**src/rtl/fust_scalar_sched.sv**
```systemverilog
// fust_scalar_sched: scoreboard scheduler for the scalar function units
// (ALU=0, LD_ST=1, BRANCH=2). One status row per FU plus a register
// result-status table; rows are accepted from dispatch when free of
// structural/WAW/WAR hazards, wait for RAW producers, are issued
// round-robin and retired by FU writeback.
module fust_scalar_sched #(
   parameter int NUM_FU = 3,
   parameter int FU_W   = 2,
   parameter int REG_W  = 5,
   parameter int NREGS  = 32
) (
   input  logic              CLK,
   input  logic              nRST,
   input  logic              disp_valid,
   output logic              disp_ready,
   input  logic [FU_W-1:0]   disp_fu,
   input  logic              disp_rd_en,
   input  logic [REG_W-1:0]  disp_rd,
   input  logic [REG_W-1:0]  disp_rs1,
   input  logic [REG_W-1:0]  disp_rs2,
   output logic              issue_valid,
   output logic [FU_W-1:0]   issue_fu,
   output logic [REG_W-1:0]  issue_rd,
   output logic [REG_W-1:0]  issue_rs1,
   output logic [REG_W-1:0]  issue_rs2,
   input  logic [NUM_FU-1:0] issue_ready,
   input  logic              wb_valid,
   input  logic [FU_W-1:0]   wb_fu,
   output logic [NUM_FU-1:0] fu_busy
);

   // All-ones tag means "no pending producer".
   localparam logic [FU_W-1:0] NONE = '1;

   typedef struct packed {
      logic             busy;
      logic             issued;
      logic [REG_W-1:0] r;
      logic [REG_W-1:0] r1;
      logic [REG_W-1:0] r2;
      logic [FU_W-1:0]  t1;
      logic [FU_W-1:0]  t2;
   } row_t;

   localparam row_t ROW_IDLE = '{busy: 1'b0, issued: 1'b0, r: '0, r1: '0, r2: '0,
                                 t1: NONE, t2: NONE};

   row_t             rows [NUM_FU];
   logic [FU_W-1:0]  rstat [NREGS];
   logic [FU_W-1:0]  ptr;

   logic             fu_ok;
   logic             slot_free;
   logic             wb_same;
   logic             waw_ok;
   logic             war_ok;
   logic             disp_fire;
   logic             wb_hit;
   logic [REG_W-1:0] wb_r;
   logic [FU_W-1:0]  new_t1;
   logic [FU_W-1:0]  new_t2;
   row_t             new_row;
   logic [FU_W-1:0]  issue_sel;
   logic [FU_W-1:0]  ptr_next;
   int               scan_idx;

   // Dispatch acceptance: FU range, structural, WAW and WAR hazards on pre-writeback state.
   always_comb begin
      // NOTE: every output of a combinational block gets a default first so no path leaves it unassigned (which would infer a latch).
      slot_free = 1'b0;
      war_ok    = 1'b1;
      fu_ok     = (disp_fu < FU_W'(NUM_FU));
      wb_same   = wb_valid && (wb_fu == disp_fu);
      waw_ok    = !(disp_rd_en && (disp_rd != '0) && (rstat[disp_rd] != NONE));
      for (int i = 0; i < NUM_FU; i++) begin
         if (disp_fu == FU_W'(i)) slot_free = !rows[i].busy;
         if (disp_rd_en && rows[i].busy && !rows[i].issued &&
             (((rows[i].r1 == disp_rd) && (rows[i].r1 != '0)) ||
              ((rows[i].r2 == disp_rd) && (rows[i].r2 != '0))))
            war_ok = 1'b0;
      end
      disp_ready = fu_ok && slot_free && !wb_same && waw_ok && war_ok;
      disp_fire  = disp_valid && disp_ready;
   end

   // Writeback qualification: only a busy, issued row can retire.
   always_comb begin
      wb_hit = 1'b0;
      wb_r   = '0;
      for (int i = 0; i < NUM_FU; i++) begin
         if (wb_valid && (wb_fu == FU_W'(i)) && rows[i].busy && rows[i].issued) begin
            wb_hit = 1'b1;
            wb_r   = rows[i].r;
         end
      end
   end

   // New row contents, with producer tags bypassed against a same-cycle retirement.
   always_comb begin
      new_t1 = (disp_rs1 == '0) ? NONE : rstat[disp_rs1];
      new_t2 = (disp_rs2 == '0) ? NONE : rstat[disp_rs2];
      if (wb_hit && (new_t1 == wb_fu)) new_t1 = NONE;
      if (wb_hit && (new_t2 == wb_fu)) new_t2 = NONE;
      new_row = '{busy: 1'b1, issued: 1'b0,
                  r: disp_rd_en ? disp_rd : '0,
                  r1: disp_rs1, r2: disp_rs2,
                  t1: new_t1, t2: new_t2};
   end

   // Round-robin issue select starting at ptr.
   always_comb begin
      issue_valid = 1'b0;
      issue_sel   = '0;
      issue_rd    = '0;
      issue_rs1   = '0;
      issue_rs2   = '0;
      scan_idx    = 0;
      for (int k = 0; k < NUM_FU; k++) begin
         scan_idx = int'(ptr) + k;
         if (scan_idx >= NUM_FU) scan_idx = scan_idx - NUM_FU;
         for (int i = 0; i < NUM_FU; i++) begin
            if ((i == scan_idx) && !issue_valid && rows[i].busy && !rows[i].issued &&
                (rows[i].t1 == NONE) && (rows[i].t2 == NONE) && issue_ready[i]) begin
               issue_valid = 1'b1;
               issue_sel   = FU_W'(i);
               issue_rd    = rows[i].r;
               issue_rs1   = rows[i].r1;
               issue_rs2   = rows[i].r2;
            end
         end
      end
      issue_fu = issue_sel;
      ptr_next = (issue_sel == FU_W'(NUM_FU - 1)) ? '0 : issue_sel + 1'b1;
   end

   // Busy vector straight from the row registers.
   always_comb begin
      fu_busy = '0;
      for (int i = 0; i < NUM_FU; i++) fu_busy[i] = rows[i].busy;
   end

   // Row, result-status and pointer updates for writeback, issue and dispatch.
   always_ff @(posedge CLK or negedge nRST) begin
      if (!nRST) begin
         // NOTE: rstat is a table but is reset like plain flops; a stale producer tag would stall dispatch forever.
         for (int i = 0; i < NUM_FU; i++) rows[i] <= ROW_IDLE;
         for (int i = 0; i < NREGS; i++) rstat[i] <= NONE;
         ptr <= '0;
      end else begin
         // NOTE: non-blocking only; where two updates hit the same field, the later statement wins, so dispatch is written last.
         if (wb_hit) begin
            for (int i = 0; i < NUM_FU; i++) begin
               if (rows[i].t1 == wb_fu) rows[i].t1 <= NONE;
               if (rows[i].t2 == wb_fu) rows[i].t2 <= NONE;
               if (wb_fu == FU_W'(i)) begin
                  rows[i].busy   <= 1'b0;
                  rows[i].issued <= 1'b0;
               end
            end
            if ((wb_r != '0) && (rstat[wb_r] == wb_fu)) rstat[wb_r] <= NONE;
         end
         if (issue_valid) begin
            for (int i = 0; i < NUM_FU; i++)
               if (issue_sel == FU_W'(i)) rows[i].issued <= 1'b1;
            ptr <= ptr_next;
         end
         if (disp_fire) begin
            for (int i = 0; i < NUM_FU; i++)
               if (disp_fu == FU_W'(i)) rows[i] <= new_row;
            if (disp_rd_en && (disp_rd != '0)) rstat[disp_rd] <= disp_fu;
         end
      end
   end

endmodule

```
**config.mk**
```make
export PLATFORM = sky130hd
export DESIGN_NAME = fust_scalar_sched
export DESIGN_NICKNAME = d
export VERILOG_FILES = /design/src/rtl/fust_scalar_sched.sv
export SDC_FILE = /design/constraint.sdc
export NUM_CORES = 1
export LEC_CHECK = 0
export ABC_AREA = 1
export BUFFER_PORTS_ARGS = -buffer_cell sky130_fd_sc_hd__buf_2
export CAP_MARGIN = 10
export CORE_UTILIZATION = 57
export DETAILED_ROUTE_END_ITERATION = 10
export PLACE_DENSITY = 0.8
export SLEW_MARGIN = 25
export SYNTH_ARGS = -nofsm -noshare
export SYNTH_HDL_FRONTEND = slang
export SYNTH_SLANG_ARGS = --single-unit
```
**constraint.sdc**
```tcl
create_clock -name CLK -period 2.2 [get_ports CLK]
set_input_delay 0.11 -clock CLK [delete_from_list [all_inputs] [get_ports CLK]]
set_output_delay 0.11 -clock CLK [all_outputs]
set_load 0.01 [all_outputs]
```
==> results of run 1 <==
[stage by stage]
stage	area [µm²]	TNS, ns	hold WS (ns)	instances
2_1_floorplan	11100	-0.483	-0.186	1745
3_3_place_gp	13700	-24.87	0.278	2217
3_5_place_dp	13700	-33.67	0.286	2217
4_1_cts	16000	-41.69	0.0633	2314
[metal layers]
metal	global-route usage (%)	GRT overflow
met5	11.0	0
met4	63.8	7
met3	42.8	0
met2	89.9	5
met1	72.4	0
[kinds of logic after synthesis]
group / after synthesis / synth area share (%)
xor+xnor: 24 / 1.92
compound gates: 507 / 24.1
fa+ha+maj: 2 / 0.228
simple gates: 783 / 31.9
flops: 129 / 30.3
buf+inv: 300 / 11.6
[synth_stat cells, types with 30 or more instances]
master / instances
a21oi_1: 157
nand4_1: 101
o21ai_1: 48
inv_1: 165
clkbuf_1: 62
nand3_1: 126
o21ai_0: 246
o22ai_1: 39
dfstp_2: 76
nor2_1: 123
buf_2: 40
dfrtp_1: 53
nand2_1: 369
nor3_1: 30
[repair_timing]
action,4_1_cts
endpoints found under the setup margin,145
cloned,24
hold endpoints to repair,53
setup buffers,42
hold buffers,1
gates resized for setup,233
pin swaps,43
==> results.yml, run 1 <==
floorplan:
  die-width_um: 141
  pin_count: 49
  start_util_pct: 58.5
  row_count: 50
  die_h_um: 141
clocking:
  ctsRootBufferMaster: "clkbuf_16"
  cts_max_path_buffers: 2
  cts_buffers: 17
  htreeDepth: 4
  numClockSinks: 129
logic_synthesis:
  netlist_area_um2: 11000
  yosys_warnings: 0
  synth_seq_area_share_pct: 30.3
  async_flop_share_pct: 100
  syn-num-nets: 1774
  ys_seq_elements: 129
  synthFlopType: "dfstp_2"
  synthCells: 1745
  ys_types: 40
  yosysTopAreaCell: "dfstp_2"
  avgSynthCellArea_um2: 6.29
  yosys-top-cells-area: "dfstp_2 (18%), nand2_1 (13%), dfrtp_1 (12%)"
  synth_top_area_share_pct: 18.2
  synth_edf_count: 0
place:
  hpwlAfterDp_um: 34400
  preCtsSetupSlack_ns: -0.350
  port_buffers: 48
  gp_congestion: 1.13
global_route:
  grt_max_degree: 130
  grt_pass1_wl_um: 102000
  grt_overflow: 12
  grt_usage_pct: 68.0
  grt_pass1_vias: 17300
run_status:
  lastStage: "5_1_grt"
  error_line: "[ERROR GRT-0116] Global routing finished with congestion. Check the congestion regions in the DRC Viewer."
  status: "did not finish"
==> inputs of run 2 (changes only) <==
--- a/config.mk
+++ b/config.mk
@@ -8,9 +8,9 @@
 export ABC_AREA = 1
 export BUFFER_PORTS_ARGS = -buffer_cell sky130_fd_sc_hd__buf_2
 export CAP_MARGIN = 10
-export CORE_UTILIZATION = 57
+export CORE_UTILIZATION = 40
 export DETAILED_ROUTE_END_ITERATION = 10
-export PLACE_DENSITY = 0.8
+export PLACE_DENSITY_LB_ADDON = 0.15
 export SLEW_MARGIN = 25
 export SYNTH_ARGS = -nofsm -noshare
 export SYNTH_HDL_FRONTEND = slang
==> constraint.sdc (replaced) <==
create_clock -name CLK -period 2.9 [get_ports CLK]
set_input_delay 0.145 -clock CLK [delete_from_list [all_inputs] [get_ports CLK]]
set_output_delay 0.145 -clock CLK [all_outputs]
set_load 0.01 [all_outputs]
==> run 2 against run 1 <==
The flow now finishes without violations. Synthesized cell count is the same. Synthesized area stayed put.
==> results.yml, run 2 <==
logic_synthesis:
  synthFlopType: "dfstp_2"
  async_flop_share_pct: 100
  avgSynthCellArea_um2: 6.29
  yosys-top-cells-area: "dfstp_2 (18%), nand2_1 (13%), dfrtp_1 (12%)"
  yosysMostFrequentCell: "nand2_1"
  ys_types: 40
  synth_seq_area_share_pct: 30.3
  netlist_area_um2: 11000
  synth_top_area_share_pct: 18.2
  yosysTopAreaCell: "dfstp_2"
  ys_seq_elements: 129
  yosys_warnings: 0
  syn-num-nets: 1774
  synthCells: 1745
  synth_commonest_cells: "nand2_1 (369), o21ai_0 (246), inv_1 (165), a21oi_1 (157), nand3_1 (126)"
  synth_edf_count: 0
timing:
  tightest_slew_ns: 0.932
  rsz0062_at_grt: "yes"
  slew-limit-headroom_pct: 37.9
  setup_viol: 0
  hold_viol_final: 0
  slew_violations: 0
  finalCritPeriodShare_pct: 99.4
  period_needed_ns: 2.88
  finalWorstSetupSlack_ns: 0.0160
  clock.fmax_ghz: 0.347
  fin_skew_ns: 0.0141
global_route:
  grt_overflow: 0
  grt_pass1_vias: 12200
  antenna_found_initial: 0
  grt_pass1_wl_um: 73400
  grt_usage_pct: 33.9
  grt_max_degree: 92
floorplan:
  pin_count: 49
  die_h_um: 168
  row_count: 60
  die-width_um: 168
  dieArea_um2: 28100
  core_um2: 27000
  start_util_pct: 40.7
routing:
  wl_um: 47900
  vias_per_cell: 6.17
  drtPass1Iterations: 5
  postRouteAntennaNets: 0
  wl_per_cell_um: 22.4
  num_vias: 13200
  initialDrtViolationCount: 1586
  drc: 0
final_layout:
  nNetsFinal: 1814
  final_common_cell: "nand2_1"
  multiInputGateArea_um2: 6580
  synthToLayoutAreaGrowth_pct: 17.7
  antennaDiodeCount: 0
  drive_gt1_share_pct: 18.2
  regArea_um2: 3320
  fill_cells: 2806
  top_register: "rstat"
  largest_reg_flops: 64
  final_cell_mix: "nand2_1 (358), o21ai_0 (227), inv_1 (158)"
  final_cell_area_um2: 12900
clocking:
  ctsRootBufferMaster: "clkbuf_16"
  numClockSinks: 129
  clk_pin_slew_ns: 0.07
  cts_buffers: 17
  htreeDepth: 4
  cts_tree: "yes"
  clk_latency_ns: 0.44
  cts_max_path_buffers: 2
power:
  p_leak_nw: 5.57
  power-per-cell-area_nw_per_um2: 575
  ir_worst_vdd_uv: 370
  power_mw: 7.42
run_status:
  status: "finished clean"
setup_path:
  reg2reg_to: "rstat[4]"
  cp_max_fo: 15
  worst_ep_required_time_ns: 2.76
  cp.arrival_ns: 2.74
  cp_num_buf_inv: 2
  cp_slowest_stage_delay_ns: 0.57
  cp_top_family: "simple AND/OR/NAND/NOR gates"
  r2r_cells: 17
  worstPathCellList: "nand3_1 -> nor2_2 -> nand3_2 -> nand2_2 -> nor2_2 -> and3b_2 -> nand2_2 -> buf_6 -> nand3_1 -> nor3b_2 -> o21ai_0 -> nand2_1 -> buf_2"
  r2r_start: "fu_busy[0]"
  cp-start-kind: "register"
  crit_path_end_kind: "output port"
  criticalPathCategory: "register to output port"
  slowest_stage: "dfstp_2"
  reg2reg_slack_ns: 0.13
place:
  hpwlAfterDp_um: 32500
  dpl_cell_area_um2: 11900
  port_buffers: 48
  gp_congestion: 0.998
  preCtsSetupSlack_ns: 0.0972
hold_path:
  hold_end: "rows[56]"
  hp-class: "primary input to register"
  hold_path_depth: 3
  hp-start: "disp_rd[0]"
job:
  drv_cap: 0
## run 2: cell counts after synthesis
No cell type changed its count.
## run 2: logic make-up after synthesis
| kind of cell | after synthesis | synth area share (%) |
|---|---|---|
| buf+inv | 300 | 11.6 |
| fa+ha+maj | 2 | 0.228 |
| xor+xnor | 24 | 1.92 |
| compound gates | 507 | 24.1 |
| flops | 129 | 30.3 |
| simple gates | 783 | 31.9 |
## run 2: power by group
group / internal, mW / switching, mW / total (mW) / leakage (nW)
Sequential: 2.23 / 0.461 / 2.69 / 1.48
Combinational: 0.876 / 1.47 / 2.35 / 3.79
Clock: 1.40 / 0.984 / 2.38 / 0.304
Total: 4.50 / 2.92 / 7.42 / 5.57
## run 2: layout make-up
class	instances	area share (%)
inverter	178	5.21
clock buffer	19	3.43
clock inverter	13	1.35
tap	341	3.30
timing repair buffer	143	9.99
sequential	129	25.7
multi-input combinational	1316	51.0
## run 2: worst max path at each step
stage / startpoint / end / slack (ns) / cells after the start
after detailed placement: rows[40] / rstat[7] / 0.1 / 18
after CTS: ptr[0] / issue_rd[3] / 0.02 / 15
after floorplan: ptr[0] / issue_rd[3] / 0.48 / 13
after global routing: rows[22] / issue_rs1[3] / -0.17 / 13
final: rows[22] / issue_rs1[3] / 0.02 / 13
after global placement: rows[40] / rstat[4] / 0.13 / 18
## run 2: tightest hold or removal path: stages
cell and delay, ns:
buf_2 0.17, nand2_1 0.10, o21ai_0 0.09
## run 2: layer usage
| metal | up-vias | track usage, % | part of all wire (%) |
|---|---|---|---|
| li1 | 6013 | - | - |
| met1 | 6285 | 45.5 | 41 |
| met2 | 766 | 53.0 | 46 |
| met3 | 125 | 6.19 | 8.8 |
| met4 | 0 | 15.5 | 4.2 |
| met5 | - | 0 | 0 |
## run 2: metrics by stage
stage / setup TNS, ns / hold slack [ns] / utilization (%) / cells
floorplan: 0 / -0.151 / - / 1745
global placement: 0 / 0.307 / 44.2 / 2095
detailed placement: 0 / 0.297 / 44.2 / 2095
CTS: 0 / 0.135 / 46.9 / 2131
global route: -1.89 / 0.142 / 47.9 / 2139
finish: 0 / 0.134 / 47.9 / 2139
## run 2: timing repair
action                                 in CTS  in global routing
setup buffers                               2                  6
gates resized for setup                    20                 66
hold buffers                                1                  0
setup endpoints to repair                  15                 78
endpoints found under the hold margin      53                  0
gates cloned                                1                  2
pin swaps                                   1                 14
Note: power is estimated with default switching activity, not from simulation.
==> inputs of run 3 (changes only) <==
--- a/config.mk
+++ b/config.mk
@@ -8,6 +8,7 @@
 export ABC_AREA = 1
 export BUFFER_PORTS_ARGS = -buffer_cell sky130_fd_sc_hd__buf_2
 export CAP_MARGIN = 10
+export CORE_ASPECT_RATIO = 1.4
 export CORE_UTILIZATION = 40
 export DETAILED_ROUTE_END_ITERATION = 10
 export PLACE_DENSITY_LB_ADDON = 0.15
==> run 3 against run 2 <==
The flow now finishes with violations (negative setup slack). Sequential cell count unchanged. Combinational power up 10%. Fmax decreased by 2.0%. Count of clock-buffer cells in the layout increased by 1. Non-clock buffer count grew 31. Power grew 7.7%. Setup slack lost 0.058 ns. Die area about the same. Global-route usage is 2.4 points higher. Critical path depth shrank 1. Critical path type unchanged. Largest cell class unchanged. Largest power group unchanged.
==> results.yml, run 3 (same netlist as run 2, synthesis figures left out) <==
run_status:
  status: "complete, but fails checks"
  violations: "negative setup slack"
floorplan:
  die-width_um: 142
  dieArea_um2: 28100
  pin_count: 49
  core_um2: 26900
  die_h_um: 198
  start_util_pct: 40.8
  row_count: 71
clocking:
  ctsRootBufferMaster: "clkbuf_16"
  clk_pin_slew_ns: 0.06
  cts_tree: "yes"
  cts_max_path_buffers: 2
  numClockSinks: 129
  htreeDepth: 4
  clk_latency_ns: 0.47
  cts_buffers: 17
global_route:
  grt_overflow: 0
  grt_max_degree: 77
  grt_pass1_wl_um: 76000
  grt_usage_pct: 36.3
  grt_pass1_vias: 12900
  antenna_found_initial: 0
setup_path:
  criticalPathCategory: "register to output port"
  crit_path_end_kind: "output port"
  cp_slowest_stage_delay_ns: 0.55
  crit_start: "rows[2]"
  r2r_cells: 19
  endpoint: "issue_rs2[2]"
  reg2reg_to: "rstat[51]"
  worstPathCellList: "nand4_1 -> nor4_2 -> nor2_2 -> and3b_2 -> nand3_1 -> nor2_2 -> or2_2 -> inv_4 -> o21ai_1 -> nor2_1 -> nor2_1 -> buf_2"
  worst_ep_required_time_ns: 2.76
  cp-start-kind: "register"
  r2r_start: "fu_busy[2]"
  cp.arrival_ns: 2.80
  slowest_stage: "dfstp_2"
  cp_max_fo: 3
  reg2reg_slack_ns: 0.08
final_layout:
  nNetsFinal: 1849
  final_cell_area_um2: 13500
  multiInputGateArea_um2: 6650
  drive_gt1_share_pct: 20.0
  instances_no_fill: 2198
  synthToLayoutAreaGrowth_pct: 23.1
  fill_cells: 2785
  final_common_cell: "nand2_1"
  antennaDiodeCount: 0
  regArea_um2: 3320
  largest_reg_flops: 64
  final_cell_mix: "nand2_1 (359), o21ai_0 (229), inv_1 (158)"
  top_register: "rstat"
power:
  ir_worst_vdd_uv: 417
  p_leak_nw: 5.84
  power-per-cell-area_nw_per_um2: 592
routing:
  wl_um: 53000
  postRouteAntennaNets: 0
  drtPass1Iterations: 6
  wl_per_cell_um: 24.1
  initialDrtViolationCount: 1414
  num_vias: 13500
  vias_per_cell: 6.16
  drc: 0
timing:
  rsz0062_at_grt: "yes"
  hold-worst-slack_ns: 0.121
  slew-limit-headroom_pct: 54.7
  period_needed_ns: 2.94
  setup_viol: 6
  clock.fmax_ghz: 0.340
  finalWorstSetupSlack_ns: -0.0418
  tightest_slew_ns: 0.676
  slew_violations: 0
  finalCritPeriodShare_pct: 101
  fin_skew_ns: 0.0188
  hold_viol_final: 0
place:
  placed_cells: 2126
  port_buffers: 48
  gp_congestion: 0.976
  dpl_cell_area_um2: 11900
  hpwlAfterDp_um: 35100
hold_path:
  hp-class: "primary input to register"
job:
  drv_cap: 0
run 3: cell type report:
type,count,share of cell area (%)
repair inverters,2,0.111
clock inverters,12,1.85
inverters,178,5.02
well taps,365,3.38
flip-flops and latches,129,24.6
repair buffers,174,12.4
multi-input cells,1318,49.2
clock buffers,20,3.45
run 3: worst min-delay path by stage:
stage                     start         end  cells past startpoint
finish               disp_fu[0]   rstat[12]                      3
floorplan                  nRST  fu_busy[0]                      0
CTS                 disp_rs1[4]    rows[13]                      3
detailed placement         nRST    rows[51]                      1
global route        disp_rs1[4]    rows[13]                      3
global placement           nRST    rows[51]                      1
run 3: repair_timing:
| item | in CTS | in global routing |
|---|---|---|
| resized for setup | 30 | 72 |
| buffers inserted | 5 | 18 |
| cloned | 2 | 15 |
| endpoints found under the setup margin | 15 | 77 |
| pin swaps | 6 | 16 |
| hold buffers | 1 | 0 |
| endpoints found under the hold margin | 26 | 0 |
run 3: report_power, final:
group / switching, mW / leakage (nW) / total, mW / internal, mW
Combinational: 1.59 / 4.01 / 2.59 / 0.996
Sequential: 0.473 / 1.48 / 2.71 / 2.23
Clock: 0.926 / 0.351 / 2.70 / 1.77
Total: 2.99 / 5.84 / 7.99 / 5.00
run 3: per-layer routing:
layer	track usage [%]	vias up	wire [µm]
met5	0.181	-	0
met4	26.2	0	4460
met3	7.64	275	4370
met2	60.2	814	25000
met1	41.3	6352	19200
li1	-	6091	-
run 3: through the flow:
step,power (mW),utilization (%),setup slack [ns],TNS [ns]
after global routing,8.35,50.2,-0.252,-3.12
after CTS,7.66,47.6,-0.0262,-0.0626
after detailed placement,4.87,44.4,0.0985,0
final,7.99,50.2,-0.0418,-0.138
after floorplan,3.99,-,0.477,0
after global placement,4.84,44.4,0.116,0
run 3: worst max-delay path, delay by kind of cell, from the launching register on:
kind	cells	cell delay (ns)
simple gates	9	1.50
flops	1	0.55
compound gates	1	0.06
buf+inv	2	0.23
==> inputs of run 4 (changes only) <==
--- a/config.mk
+++ b/config.mk
@@ -10,6 +10,7 @@
 export CAP_MARGIN = 10
 export CORE_ASPECT_RATIO = 1.4
 export CORE_UTILIZATION = 40
+export CTS_BUF_LIST = sky130_fd_sc_hd__clkbuf_4
 export DETAILED_ROUTE_END_ITERATION = 10
 export PLACE_DENSITY_LB_ADDON = 0.15
 export SLEW_MARGIN = 25
==> constraint.sdc (replaced) <==
create_clock -name CLK -period 2.6 [get_ports CLK]
set_input_delay 0.13 -clock CLK [delete_from_list [all_inputs] [get_ports CLK]]
set_output_delay 0.13 -clock CLK [all_outputs]
set_load 0.01 [all_outputs]
==> run 4 against run 3 <==
The flow still finishes with violations (negative setup slack). Non-clock buffer count rose by 148. Global-route usage grew 5.4 points. Die area stayed put. Highest routed layer unchanged.
==> results.yml, run 4 (same netlist as run 2, synthesis figures left out) <==
global_route:
  grt_usage_pct: 41.8
  grt_pass1_vias: 13800
  grt_overflow: 0
  grt_pass1_wl_um: 84900
  top_usage_layer: "met2"
  use_met1_pct: 46.8
  grt_max_degree: 63
  grtUsageMet3_pct: 8.56
  antenna_found_initial: 1
  met2_usage_pct: 68.8
power:
  swShare_pct: 42.1
  power_switching_mw: 3.58
  ir_worst_vdd_uv: 295
  clkPwrFrac_pct: 20.4
  power-per-cell-area_nw_per_um2: 541
  p_leak_nw: 6.72
  combPwrFrac_pct: 45.1
  internal-power_mw: 4.92
  power_mw: 8.50
  seqPwrFrac_pct: 34.5
final_layout:
  final_common_cell: "nand2_1"
  synthToLayoutAreaGrowth_pct: 43.1
  nNetsFinal: 1993
  top_register: "rstat"
  final_util_pct: 58.3
  instances_no_fill: 2343
  largest_reg_flops: 64
  final_cell_mix: "nand2_1 (299), o21ai_0 (184), buf_4 (157)"
  drive_gt1_share_pct: 33.5
  final_cell_area_um2: 15700
clocking:
  clk_latency_ns: 0.66
  htreeDepth: 4
  ctsRootBufferMaster: "clkbuf_4"
  clk_pin_slew_ns: 0.13
  numClockSinks: 129
  cts_max_path_buffers: 2
  cts_tree: "yes"
  cts_buffers: 17
timing:
  fin_skew_ns: 0.0436
  tightest_slew_ns: 0.638
  slew-limit-headroom_pct: 57.4
  slew_violations: 0
  finalWorstSetupSlack_ns: -0.517
  hold_viol_final: 0
  hold-worst-slack_ns: 0.0568
  finalCritPeriodShare_pct: 120
  rsz0062_at_grt: "yes"
  clock.fmax_ghz: 0.321
  period_needed_ns: 3.12
  finalSetupTns_ns: -21.87
  setup_viol: 80
setup_path:
  reg2reg_slack_ns: -0.32
  crit_path_end_kind: "output port"
  slowest_stage: "dfstp_2"
  worst_ep_required_time_ns: 2.47
  cp.arrival_ns: 2.99
  cp_slowest_stage_delay_ns: 0.56
  cp_max_fo: 7
  worstPathCellList: "nand4_1 -> nor4_4 -> nor2_4 -> nand2_2 -> nand2_2 -> o22ai_4 -> buf_6 -> nand2_1 -> and3_1 -> o21ai_1 -> nand3_1 -> nand2_1 -> buf_2"
  cp-start-kind: "register"
  criticalPathCategory: "register to output port"
  r2r_cells: 21
place:
  placed_cells: 2198
  gp_congestion: 0.991
  port_buffers: 48
  hpwlAfterDp_um: 36700
  dpl_cell_area_um2: 12700
  preCtsSetupSlack_ns: -0.116
hold_path:
  hp-class: "primary input to async pin"
floorplan:
  dieArea_um2: 28100
  pin_count: 49
  core_um2: 26900
  die_h_um: 198
  start_util_pct: 40.8
  die-width_um: 142
  row_count: 71
routing:
  drc: 0
  drtPass1Iterations: 6
  wl_um: 60400
  wl_per_cell_um: 25.8
  postRouteAntennaNets: 0
  num_vias: 14600
  initialDrtViolationCount: 1754
  vias_per_cell: 6.22
job:
  drv_cap: 0
run_status:
  status: "complete, but fails checks"
  violations: "negative setup slack"
## run 4: final cells by class
type	instances	area, µm²
Fill cell	2577	11200
Multi-Input combinational cell	1316	7350
Timing Repair Buffer	322	3570
Sequential cell	129	3320
Inverter	178	676
Tap cell	365	457
Clock inverter	15	204
Clock buffer	17	128
Antenna cell	1	2.50
## run 4: path summary, 6_finish.rpt
check                                    to  startpoint
worst max-delay path            issue_rd[2]     rows[1]
worst min-delay path               rows[10]        nRST
worst max register to register    rstat[29]  fu_busy[0]
worst min register to register    rstat[62]   rstat[62]
max in group asynchronous          rows[42]        nRST
min in group CLK                   rows[19]    wb_fu[0]
## run 4: repair_timing
action                                  in CTS  in global routing
hold buffers                                13                  0
gates cloned                                21                 15
gates resized for setup                    202                212
pin swaps                                   70                108
hold endpoints to repair                   121                  0
endpoints found under the setup margin      82                108
setup buffers                               51                 27
## run 4: worst max-delay path, delay by kind of cell, from the launching register on
| family | cells | cell delay, ns |
|---|---|---|
| AND/OR/NAND/NOR | 9 | 1.11 |
| flip-flops | 1 | 0.56 |
| AO/OA/AOI/OAI | 2 | 0.35 |
| buffers and inverters | 2 | 0.34 |
## run 4: power by group through the flow
stage | logic, mW | clock network (mW) | registers [mW]
floorplan | 1.61 | 0 | 2.84
global route | 4.08 | 1.81 | 2.97
CTS | 3.55 | 1.76 | 2.91
global placement | 2.64 | 0 | 2.97
detailed placement | 2.66 | 0 | 2.98
finish | 3.84 | 1.73 | 2.93
## run 4: layer usage
layer	share of wire (%)	vias up
met2	46	1032
li1	-	6407
met5	0	-
met1	35	6756
met4	9.4	0
met3	9.6	371
